**config.mk**
```make
export PLATFORM = sky130hd
export DESIGN_NAME = rxdata_word_aligner_flat
export DESIGN_NICKNAME = d
export VERILOG_FILES = /design/src/rtl/rxdata_word_aligner_pkg.sv /design/src/rtl/rxdata_word_aligner_if.sv /design/src/rtl/rxdata_word_aligner_shift_cnt.sv /design/src/rtl/rxdata_word_aligner.sv /design/src/flat_wrapper.sv
export SDC_FILE = /design/constraint.sdc
export NUM_CORES = 1
export LEC_CHECK = 0
export ABC_AREA = 1
export BUFFER_PORTS_ARGS = -buffer_cell sky130_fd_sc_hd__buf_2
export CORE_UTILIZATION = 49
export DETAILED_ROUTE_END_ITERATION = 7
export GPL_TIMING_DRIVEN = 1
export PLACE_DENSITY = 0.79
export SLEW_MARGIN = 20
export SYNTH_ARGS = -nofsm -noshare
export SYNTH_HDL_FRONTEND = slang
export SYNTH_SLANG_ARGS = --single-unit
export TNS_END_PERCENT = 10
```
**constraint.sdc**
```tcl
create_clock -name clk -period 1.2 [get_ports clk]
set_input_delay 0.06 -clock clk [delete_from_list [all_inputs] [get_ports clk]]
set_output_delay 0.06 -clock clk [all_outputs]
set_load 0.05 [all_outputs]
```
**src/rtl/rxdata_word_aligner_pkg.sv**
```systemverilog
// Shared types and helpers for the RX word aligner.
// The default word width follows the serializer stage count.
`ifndef SERDES_STAGES
`define SERDES_STAGES 2
`endif

package rx_pkg;
    typedef enum logic [1:0] {HUNT, VERIFY, LOCKED} rx_state_e;

    localparam int DEF_WIDTH = 2 ** `SERDES_STAGES;
    localparam int CNT_W     = $clog2(DEF_WIDTH);

    // WIDTH-1 ones with a zero MSB: the wire sees ones first, then the zero.
    function automatic logic [63:0] default_train_word(input int width);
        return (64'd1 << (width - 1)) - 64'd1;
    endfunction
endpackage

```
**src/rtl/rxdata_word_aligner_if.sv**
```systemverilog
// Bit-stream input and aligned-word output bundle of the RX word aligner.
interface rxdata_word_aligner_if
    import rx_pkg::*;
#(
    parameter int WIDTH = DEF_WIDTH
);
    logic             din;
    logic             bit_valid;
    logic             en;
    logic [WIDTH-1:0] dout;
    logic             dout_valid;
    logic             locked;

    modport master (output din, bit_valid, en, input dout, dout_valid, locked);
    modport slave  (input din, bit_valid, en, output dout, dout_valid, locked);
endinterface

```
**src/rtl/rxdata_word_aligner_shift_cnt.sv**
```systemverilog
// LSB-first deserializing shift register and modulo-WIDTH bit counter.
// Flags the bit that completes a word; the counter can be re-phased by i_cnt_clr.
module rx_shift_cnt
    import rx_pkg::*;
#(
    parameter int WIDTH = DEF_WIDTH
) (
    input  logic             clk,
    input  logic             rst,
    input  logic             i_din,
    input  logic             i_bit_valid,
    input  logic             i_cnt_clr,
    output logic [WIDTH-1:0] o_sr_next,
    output logic             o_boundary
);
    localparam int            CW       = (WIDTH > 1) ? $clog2(WIDTH) : 1;
    localparam logic [CW-1:0] CNT_LAST = CW'(WIDTH - 1);

    logic [WIDTH-1:0] r_sr;
    logic [CW-1:0]    r_cnt;

    if (WIDTH == 1) begin : g_narrow
        assign o_sr_next = i_din;
    end else begin : g_wide
        assign o_sr_next = {i_din, r_sr[WIDTH-1:1]};
    end

    assign o_boundary = i_bit_valid && (r_cnt == CNT_LAST);

    always_ff @(posedge clk or posedge rst) begin
        if (rst) begin
            r_sr  <= '0;
            r_cnt <= '0;
        end else if (i_bit_valid) begin
            r_sr <= o_sr_next;
            // A clear re-phases the counter so the next WIDTH bits form a word.
            if (i_cnt_clr || r_cnt == CNT_LAST) begin
                r_cnt <= '0;
            end else begin
                r_cnt <= r_cnt + 1'b1;
            end
        end
    end
endmodule

```
**src/rtl/rxdata_word_aligner.sv**
```systemverilog
// Serial-to-parallel word aligner: hunts for the training word, confirms it
// over consecutive words, then emits every aligned word with a one-cycle pulse.
module rxdata_word_aligner
    import rx_pkg::*;
#(
    parameter int               WIDTH      = DEF_WIDTH,
    parameter logic [WIDTH-1:0] TRAIN_WORD = WIDTH'(default_train_word(WIDTH)),
    parameter int               LOCK_COUNT = 4
) (
    input logic                  clk,
    input logic                  rst,
    rxdata_word_aligner_if.slave bus
);
    localparam logic [3:0] LOCK_CNT = 4'(LOCK_COUNT);

    rx_state_e        r_state;
    rx_state_e        w_state_next;
    logic [3:0]       r_mcnt;
    logic [3:0]       w_mcnt_next;
    logic [3:0]       w_mcnt_inc;
    logic             w_cnt_clr;
    logic [WIDTH-1:0] w_sr_next;
    logic             w_boundary;
    logic             w_match;
    logic [WIDTH-1:0] r_dout;
    logic [WIDTH-1:0] w_dout_next;
    logic             r_dout_valid;
    logic             w_dout_valid_next;
    logic             r_locked;

    rx_shift_cnt #(.WIDTH(WIDTH)) u_shift_cnt (
        .clk         (clk),
        .rst         (rst),
        .i_din       (bus.din),
        .i_bit_valid (bus.bit_valid),
        .i_cnt_clr   (w_cnt_clr),
        .o_sr_next   (w_sr_next),
        .o_boundary  (w_boundary)
    );

    assign w_match    = (w_sr_next == TRAIN_WORD);
    assign w_mcnt_inc = r_mcnt + 4'd1;

    always_ff @(posedge clk or posedge rst) begin
        if (rst) begin
            r_state <= HUNT;
            r_mcnt  <= '0;
        end else begin
            r_state <= w_state_next;
            r_mcnt  <= w_mcnt_next;
        end
    end

    always_comb begin
        w_state_next = r_state;
        w_mcnt_next  = r_mcnt;
        w_cnt_clr    = 1'b0;
        if (!bus.en) begin
            w_state_next = HUNT;
            w_mcnt_next  = '0;
        end else begin
            case (r_state)
                HUNT: begin
                    // Any bit position may be the boundary while hunting.
                    if (bus.bit_valid && w_match) begin
                        w_cnt_clr    = 1'b1;
                        w_mcnt_next  = 4'd1;
                        w_state_next = (LOCK_CNT == 4'd1) ? LOCKED : VERIFY;
                    end
                end
                VERIFY: begin
                    if (w_boundary) begin
                        if (w_match) begin
                            w_mcnt_next = w_mcnt_inc;
                            if (w_mcnt_inc == LOCK_CNT) begin
                                w_state_next = LOCKED;
                            end
                        end else begin
                            w_mcnt_next  = '0;
                            w_state_next = HUNT;
                        end
                    end
                end
                default: ;
            endcase
        end
    end

    always_comb begin
        w_dout_next       = r_dout;
        w_dout_valid_next = 1'b0;
        if (bus.en && r_state == LOCKED && w_boundary) begin
            w_dout_next       = w_sr_next;
            w_dout_valid_next = 1'b1;
        end
    end

    always_ff @(posedge clk or posedge rst) begin
        if (rst) begin
            r_dout       <= '0;
            r_dout_valid <= 1'b0;
            r_locked     <= 1'b0;
        end else begin
            r_dout       <= w_dout_next;
            r_dout_valid <= w_dout_valid_next;
            r_locked     <= (w_state_next == LOCKED);
        end
    end

    assign bus.dout       = r_dout;
    assign bus.dout_valid = r_dout_valid;
    assign bus.locked     = r_locked;
endmodule

```
**src/flat_wrapper.sv**
```systemverilog
// flat-port wrapper written by rule: the top's interface ports become plain ports
module rxdata_word_aligner_flat import rx_pkg::*;
#(
    parameter int               WIDTH      = DEF_WIDTH,
    parameter logic [WIDTH-1:0] TRAIN_WORD = WIDTH'(default_train_word(WIDTH)),
    parameter int               LOCK_COUNT = 4
)
  (clk, rst, bus_din, bus_bit_valid, bus_en, bus_dout, bus_dout_valid, bus_locked);
  rxdata_word_aligner_if #(.WIDTH(WIDTH)) bus_i ();
  input logic clk;
  input logic rst;
  input wire logic [$bits(bus_i.din)-1:0] bus_din;
  input wire logic [$bits(bus_i.bit_valid)-1:0] bus_bit_valid;
  input wire logic [$bits(bus_i.en)-1:0] bus_en;
  output wire logic [$bits(bus_i.dout)-1:0] bus_dout;
  output wire logic [$bits(bus_i.dout_valid)-1:0] bus_dout_valid;
  output wire logic [$bits(bus_i.locked)-1:0] bus_locked;
  assign bus_i.din = bus_din;
  assign bus_i.bit_valid = bus_bit_valid;
  assign bus_i.en = bus_en;
  assign bus_dout = bus_i.dout;
  assign bus_dout_valid = bus_i.dout_valid;
  assign bus_locked = bus_i.locked;
  rxdata_word_aligner #(.WIDTH(WIDTH), .TRAIN_WORD(TRAIN_WORD), .LOCK_COUNT(LOCK_COUNT)) u_core (.clk(clk), .rst(rst), .bus(bus_i));
endmodule
```
==> impl_metrics.tcl, run 1 <==
set metrics [dict create \
    final-hold-violation-count 0 \
    yosys_most_used_dff "sky130_fd_sc_hd__dfrtp_1" \
    r2r_setup_slack_ns -0.08 \
    antenna_found_initial 0 \
    fin_crit_sh_pct 107 \
    drv_slew 0 \
    maximum_number_of_pins_on_one_net_before_global_route_repair 18 \
    arrival_ns 1.48 \
    async_flop_share_pct 100 \
    cts_tree "done" \
    synth.ff_latch_count 17 \
    intPower_mw 0.833 \
    required_ns 1.39 \
    io_buffers 10 \
    skew_ns 0.00215 \
    failed_checks "negative setup slack" \
    comb_power_share_pct 17.4 \
    max_freq_mhz 781 \
    final_worst_path_period_need_ns 1.28 \
    standard_cell_core_area_mm2 0.00173 \
    initial_utilization_pct 52.3 \
    irDropWorstVdd_mv 0.800 \
    floorplan.die.height_um 44.9 \
    ant_nets 0 \
    synthCells 111 \
    post_route_cells_drive_above_1_share_pct 28.5 \
    max_cap_viol_count 0 \
    placement.cell_area_mm2 0.00101 \
    rsz0062_at_grt "yes" \
    global_route.usage.total_pct 20.6 \
    worst-setup-path-type "reg2reg" \
    antenna_cells_inserted 0 \
    post_drt_via_cell_ratio 4.76 \
    worst_setup_path_startpoint "u_core.u_shift_cnt.r_cnt[0]" \
    startpoint_type_of_the_worst_setup_path "register" \
    power_density_mw_per_mm2 1080 \
    worst_skew_late_latency_ns 0.29 \
    final_cells 155 \
    layout_setup_ws_ns -0.0804 \
    crit_path_max_incr_delay_ns 0.40 \
    dpl.hpwl_um 1270 \
    cts.reportedPaths.clkPinSlew_ns 0.10 \
    routabilityCongestion 0.877 \
    crit_path_end "u_core.bus.locked" \
    final.setup.tns_ns -0.226 \
    worstMarginPinSlew_ns 0.254 \
    critPathSlowestCell "sky130_fd_sc_hd__dfrtp_1" \
    area.growth.synth_to_final_pct 18.3 \
    crit_path_end_kind "register" \
    timing.max_slew.rel_slack_pct 83.2 \
    synth.cell_area_um2 903 \
    ctsRootBufferMaster "sky130_fd_sc_hd__clkbuf_4" \
    power_mw 1.16 \
    stdcell_area_mm2 0.00107 \
    worst_hold_path.num_cells 3 \
    hp-class "in2reg" \
    placedCellCount 149 \
    fin_util_pct 61.9 \
    first_pass_drt_iterations 4 \
    post-route-drc-count 0 \
    die_area_mm2 0.00202 \
    grt_overflow 0 \
    status "finished with violations" \
    die_width_um 44.9 \
    worstReg2RegEnd "u_core.bus.locked" \
    finalNetCount 139 \
    net-switching-power_mw 0.325 \
    synth_enable_flop_cells 0 \
    core.rowCount 15 \
    critPathMaxFanout 3 \
    timing.rr.start "u_core.u_shift_cnt.r_cnt[0]" \
    detail_route.wl_per_cell_um 10.5 \
    postRouteWirelength_um 1620 \
    tritoncts.num_buffers 3 \
    p_sw_share_pct 28.0 \
    tritoncts_num_sinks 17 \
    boundaryPins 11 \
    avgSynthCellArea_um2 8.14 \
    final.hold.worst_slack_ns 0.0214 \
    grt_pass1_vias 682 \
    synth.lib_cells_used.distinct 22 \
    htreeDepth 1 \
    grt_first_pass_wirelength_um 2840 \
    detail_route.iter0.violations 18 \
    critical_path.cell_chain "ha_2 > nand2_1 > inv_1 > a21oi_2 > nand2_1 > a21oi_2 > nor2_1" \
    layout_common_cells "36 x sky130_fd_sc_hd__nand2_1, 15 x sky130_fd_sc_hd__dfrtp_1, 13 x sky130_fd_sc_hd__inv_1, 11 x sky130_fd_sc_hd__o21ai_0, 10 x sky130_fd_sc_hd__buf_2" \
    setup_violations 6 \
    synth.net_count 119 \
    via_count_of_the_routed_design 738 \
    seq_power_share_pct 56.0 \
    rr_worst_depth 7 \
    detailedPlace.worstSlack_ns -0.0891 \
    yosysWarnings 0 \
    power_frac_clock_pct 26.6 \
    mostFrequentLayoutCell "sky130_fd_sc_hd__nand2_1" \
    ys_seq_area_share_pct 47.1 \
    p_leak_nw 0.578 \
    clock_tree.buffer_depth 2 \
]
==> worst max-delay path, delay by kind of cell, from the launching register on <==
kind | cells | cell delay [ns]
AOI/OAI and AO/OA | 2 | 0.29
buffers and inverters | 1 | 0.07
adders and majority gates | 1 | 0.21
and+or+nand+nor | 3 | 0.20
DFF | 1 | 0.40
==> routing by layer <==
layer	share of wire [%]	vias up	global-route usage [%]
met4	2.5	0	12.7
met2	48	10	31.6
met1	46	332	26.7
met3	3.6	4	4.00
li1	-	392	-
met5	0	-	0
==> repair_timing <==
item                                    CTS  global route
hold buffers                              2             0
buffers inserted                          0             0
cloned                                    0             0
endpoints found under the setup margin   10            14
hold endpoints to repair                 18             0
resized for setup                         0             3
pin swaps                                 3             0
==> area by class of cell <==
cell class	count	area, um2
multi-input cells	75	412
flip-flops and latches	17	428
clock buffers	3	22.5
clock inverters	1	5.00
repair buffers	16	100
inverters	18	70.1
well taps	25	31.3
fillers	165	658
==> registers in the layout (all words and copies together), names as in the netlist <==
| signal | cells |
|---|---|
| u_core.u_shift_cnt.r_sr | 3 |
| u_core.u_shift_cnt.r_cnt | 2 |
| u_core.bus.dout | 4 |
| u_core.bus.locked | 1 |
| u_core.r_state | 2 |
| u_core.r_mcnt | 4 |
| u_core.bus.dout_valid | 1 |
==> worst min-delay path by stage <==
stage / from / endpoint / slack (ns)
after floorplan: rst / u_core.bus.dout[0] / -0.01
after detailed placement: rst / u_core.bus.dout[3] / 0.08
after global placement: rst / u_core.bus.dout[0] / 0.08
after CTS: bus_din / u_core.u_shift_cnt.r_sr[3] / 0.02
after global routing: bus_din / u_core.u_shift_cnt.r_sr[3] / 0.03
final: bus_din / u_core.u_shift_cnt.r_sr[3] / 0.02
==> cells in the mapped netlist (2+ instances only) <==
library cell	instances	area, um2
sky130_fd_sc_hd__nor2_1	4	15.0
sky130_fd_sc_hd__nand2_1	36	135
sky130_fd_sc_hd__nand3_1	4	20.0
sky130_fd_sc_hd__inv_2	2	7.51
sky130_fd_sc_hd__a21oi_2	2	17.5
sky130_fd_sc_hd__nand4_1	3	18.8
sky130_fd_sc_hd__nand3_2	4	40.0
sky130_fd_sc_hd__o21ai_0	11	55.1
sky130_fd_sc_hd__inv_1	14	52.6
sky130_fd_sc_hd__dfrtp_1	17	425
sky130_fd_sc_hd__ha_1	3	37.5
==> power groups by stage <==
stage / Clock (mW) / Sequential, mW / Combinational (mW)
after floorplan: 0 / 0.658 / 0.128
final: 0.308 / 0.648 / 0.202
after CTS: 0.320 / 0.646 / 0.204
after detailed placement: 0 / 0.657 / 0.197
after global routing: 0.341 / 0.654 / 0.233
after global placement: 0 / 0.653 / 0.191
==> cells by family after synthesis <==
kind of cell	after synthesis	synth area share, %
AOI/OAI and AO/OA	16	9.97
adders and majority gates	3	4.16
and+or+nand+nor	56	29.8
buffers and inverters	19	9.00
DFF	17	47.1
Note: power is estimated with default switching activity, not from simulation.
==> inputs of run 2 (changes only) <==
--- a/config.mk
+++ b/config.mk
@@ -7,10 +7,10 @@
 export LEC_CHECK = 0
 export ABC_AREA = 1
 export BUFFER_PORTS_ARGS = -buffer_cell sky130_fd_sc_hd__buf_2
-export CORE_UTILIZATION = 49
+export CORE_UTILIZATION = 25
 export DETAILED_ROUTE_END_ITERATION = 7
 export GPL_TIMING_DRIVEN = 1
-export PLACE_DENSITY = 0.79
+export PLACE_DENSITY = 0.49
 export SLEW_MARGIN = 20
 export SYNTH_ARGS = -nofsm -noshare
 export SYNTH_HDL_FRONTEND = slang
==> constraint.sdc (replaced) <==
create_clock -name clk -period 1.2 [get_ports clk]
set_input_delay 0.24 -clock clk [delete_from_list [all_inputs] [get_ports clk]]
set_output_delay 0.24 -clock clk [all_outputs]
set_load 0.05 [all_outputs]
==> run 2 against run 1 <==
The run still ends with negative setup slack left. Flip-flop and latch count unchanged. Core utilization decreased by 29 points. Worst hold slack improved by 0.16 ns. Die area increased by 91%. Sequential share of layout area decreased by 1.9 points. Sequential power about the same. Clock-buffer cell count unchanged.
==> impl_metrics.tcl, run 2 (synthesis gave the netlist of run 1 again) <==
set metrics [dict create \
    crit_path_end_kind "register" \
    worstReg2RegEnd "u_core.bus.locked" \
    worst_skew_late_latency_ns 0.30 \
    via_count_of_the_routed_design 751 \
    crit_path_end "u_core.bus.locked" \
    fin_crit_sh_pct 109 \
    placedCellCount 172 \
    antenna_cells_inserted 0 \
    detailedPlace.worstSlack_ns -0.123 \
    core.rowCount 21 \
    rsz0062_at_grt "yes" \
    critPathMaxFanout 3 \
    ctsRootBufferMaster "sky130_fd_sc_hd__clkbuf_4" \
    cts.reportedPaths.clkPinSlew_ns 0.11 \
    rr_worst_depth 7 \
    hp-class "in2reg" \
    irDropWorstVdd_mv 0.468 \
    post_drt_via_cell_ratio 4.24 \
    global_route.usage.total_pct 10.8 \
    routabilityCongestion 0.736 \
    layout_common_cells "31 x sky130_fd_sc_hd__nand2_1, 16 x sky130_fd_sc_hd__dfrtp_1, 11 x sky130_fd_sc_hd__inv_1, 8 x sky130_fd_sc_hd__buf_2, 8 x sky130_fd_sc_hd__buf_4" \
    grt_overflow 0 \
    ant_nets 0 \
    clock_tree.buffer_depth 2 \
    timing.rr.start "u_core.u_shift_cnt.r_cnt[0]" \
    initial_utilization_pct 26.7 \
    tritoncts.num_buffers 3 \
    r2r_setup_slack_ns -0.10 \
    io_buffers 10 \
    final_cells 177 \
    final-hold-violation-count 0 \
    first_pass_drt_iterations 4 \
    power_mw 1.18 \
    mostFrequentLayoutCell "sky130_fd_sc_hd__nand2_1" \
    startpoint_type_of_the_worst_setup_path "register" \
    tritoncts_num_sinks 17 \
    timing.max_slew.rel_slack_pct 83.9 \
    final.setup.tns_ns -0.199 \
    power_density_mw_per_mm2 1050 \
    worst_setup_path_startpoint "u_core.u_shift_cnt.r_cnt[0]" \
    standard_cell_core_area_mm2 0.00339 \
    floorplan.die.height_um 62.1 \
    arrival_ns 1.49 \
    worst-setup-path-type "reg2reg" \
    cts_tree "done" \
    antenna_found_initial 0 \
    dpl.hpwl_um 1380 \
    grt_first_pass_wirelength_um 3250 \
    layout_setup_ws_ns -0.103 \
    drv_slew 0 \
    die_width_um 62.1 \
    post_route_cells_drive_above_1_share_pct 35.9 \
    area.growth.synth_to_final_pct 23.8 \
    failed_checks "negative setup slack" \
    htreeDepth 1 \
    setup_violations 3 \
    detail_route.iter0.violations 10 \
    max_cap_viol_count 0 \
    finalNetCount 140 \
    max_freq_mhz 768 \
    skew_ns 0.0111 \
    post-route-drc-count 0 \
    p_leak_nw 0.579 \
    boundaryPins 11 \
    worstMarginPinSlew_ns 0.241 \
    detail_route.wl_per_cell_um 10.2 \
    required_ns 1.39 \
    final_worst_path_period_need_ns 1.30 \
    postRouteWirelength_um 1810 \
    status "finished with violations" \
    maximum_number_of_pins_on_one_net_before_global_route_repair 18 \
    grt_pass1_vias 757 \
    die_area_mm2 0.00386 \
]
[run 2: worst max-delay path: stages (launching register included)]
cell                      delay, ns
sky130_fd_sc_hd__dfrtp_1       0.41
sky130_fd_sc_hd__ha_2          0.21
sky130_fd_sc_hd__nand2_1       0.08
sky130_fd_sc_hd__inv_2         0.05
sky130_fd_sc_hd__a21oi_2       0.14
sky130_fd_sc_hd__nand2_1       0.08
sky130_fd_sc_hd__a21oi_2       0.17
sky130_fd_sc_hd__nor2_2        0.05
[run 2: cell type report]
cell class	count	area (um2)
clock buffers	3	22.5
well taps	46	57.6
inverters	18	70.1
multi-input cells	75	427
fillers	370	2270
flip-flops and latches	17	427
clock inverters	1	5.00
repair buffers	17	110
[run 2: routing by layer]
layer | GRT usage (%) | routed length (um)
met5 | 0 | 0
met4 | 5.23 | 40
met3 | 2.21 | 46
met2 | 18.4 | 884
met1 | 12.8 | 833
[run 2: power breakdown]
group	switching, mW	internal [mW]	leakage, nW
Clock	0.192	0.124	0.0177
Combinational	0.119	0.0994	0.336
Sequential	0.0280	0.617	0.226
Total	0.339	0.841	0.579
[run 2: what timing repair did]
action                                  4_1_cts  5_1_grt
endpoints found under the setup margin       11       15
hold endpoints to repair                     17        0
setup buffers                                 0        1
resized for setup                             4       15
hold buffers                                  1        0
pin swaps                                     2       10
[run 2: worst min path at each step]
| stage | slack [ns] | endpoint | from | cells past startpoint |
|---|---|---|---|---|
| 6_report | 0.18 | u_core.bus.dout[3] | bus_din | 3 |
| 5_1_grt | 0.20 | u_core.bus.dout[3] | bus_din | 3 |
| 4_1_cts | 0.18 | u_core.bus.dout[3] | bus_din | 3 |
| 3_5_place_dp | 0.27 | u_core.r_state[0] | rst | 3 |
| 3_3_place_gp | 0.26 | u_core.r_state[0] | rst | 3 |
| 2_1_floorplan | 0.17 | u_core.bus.dout[0] | rst | 1 |
[run 2: stage by stage]
step | util, % | cell area, um2 | hold WS, ns
after global routing | 33.0 | 1120 | 0.199
after global placement | 31.0 | 1050 | 0.262
after CTS | 32.4 | 1100 | 0.182
final | 33.0 | 1120 | 0.185
after floorplan | - | 908 | 0.166
after detailed placement | 31.0 | 1050 | 0.268
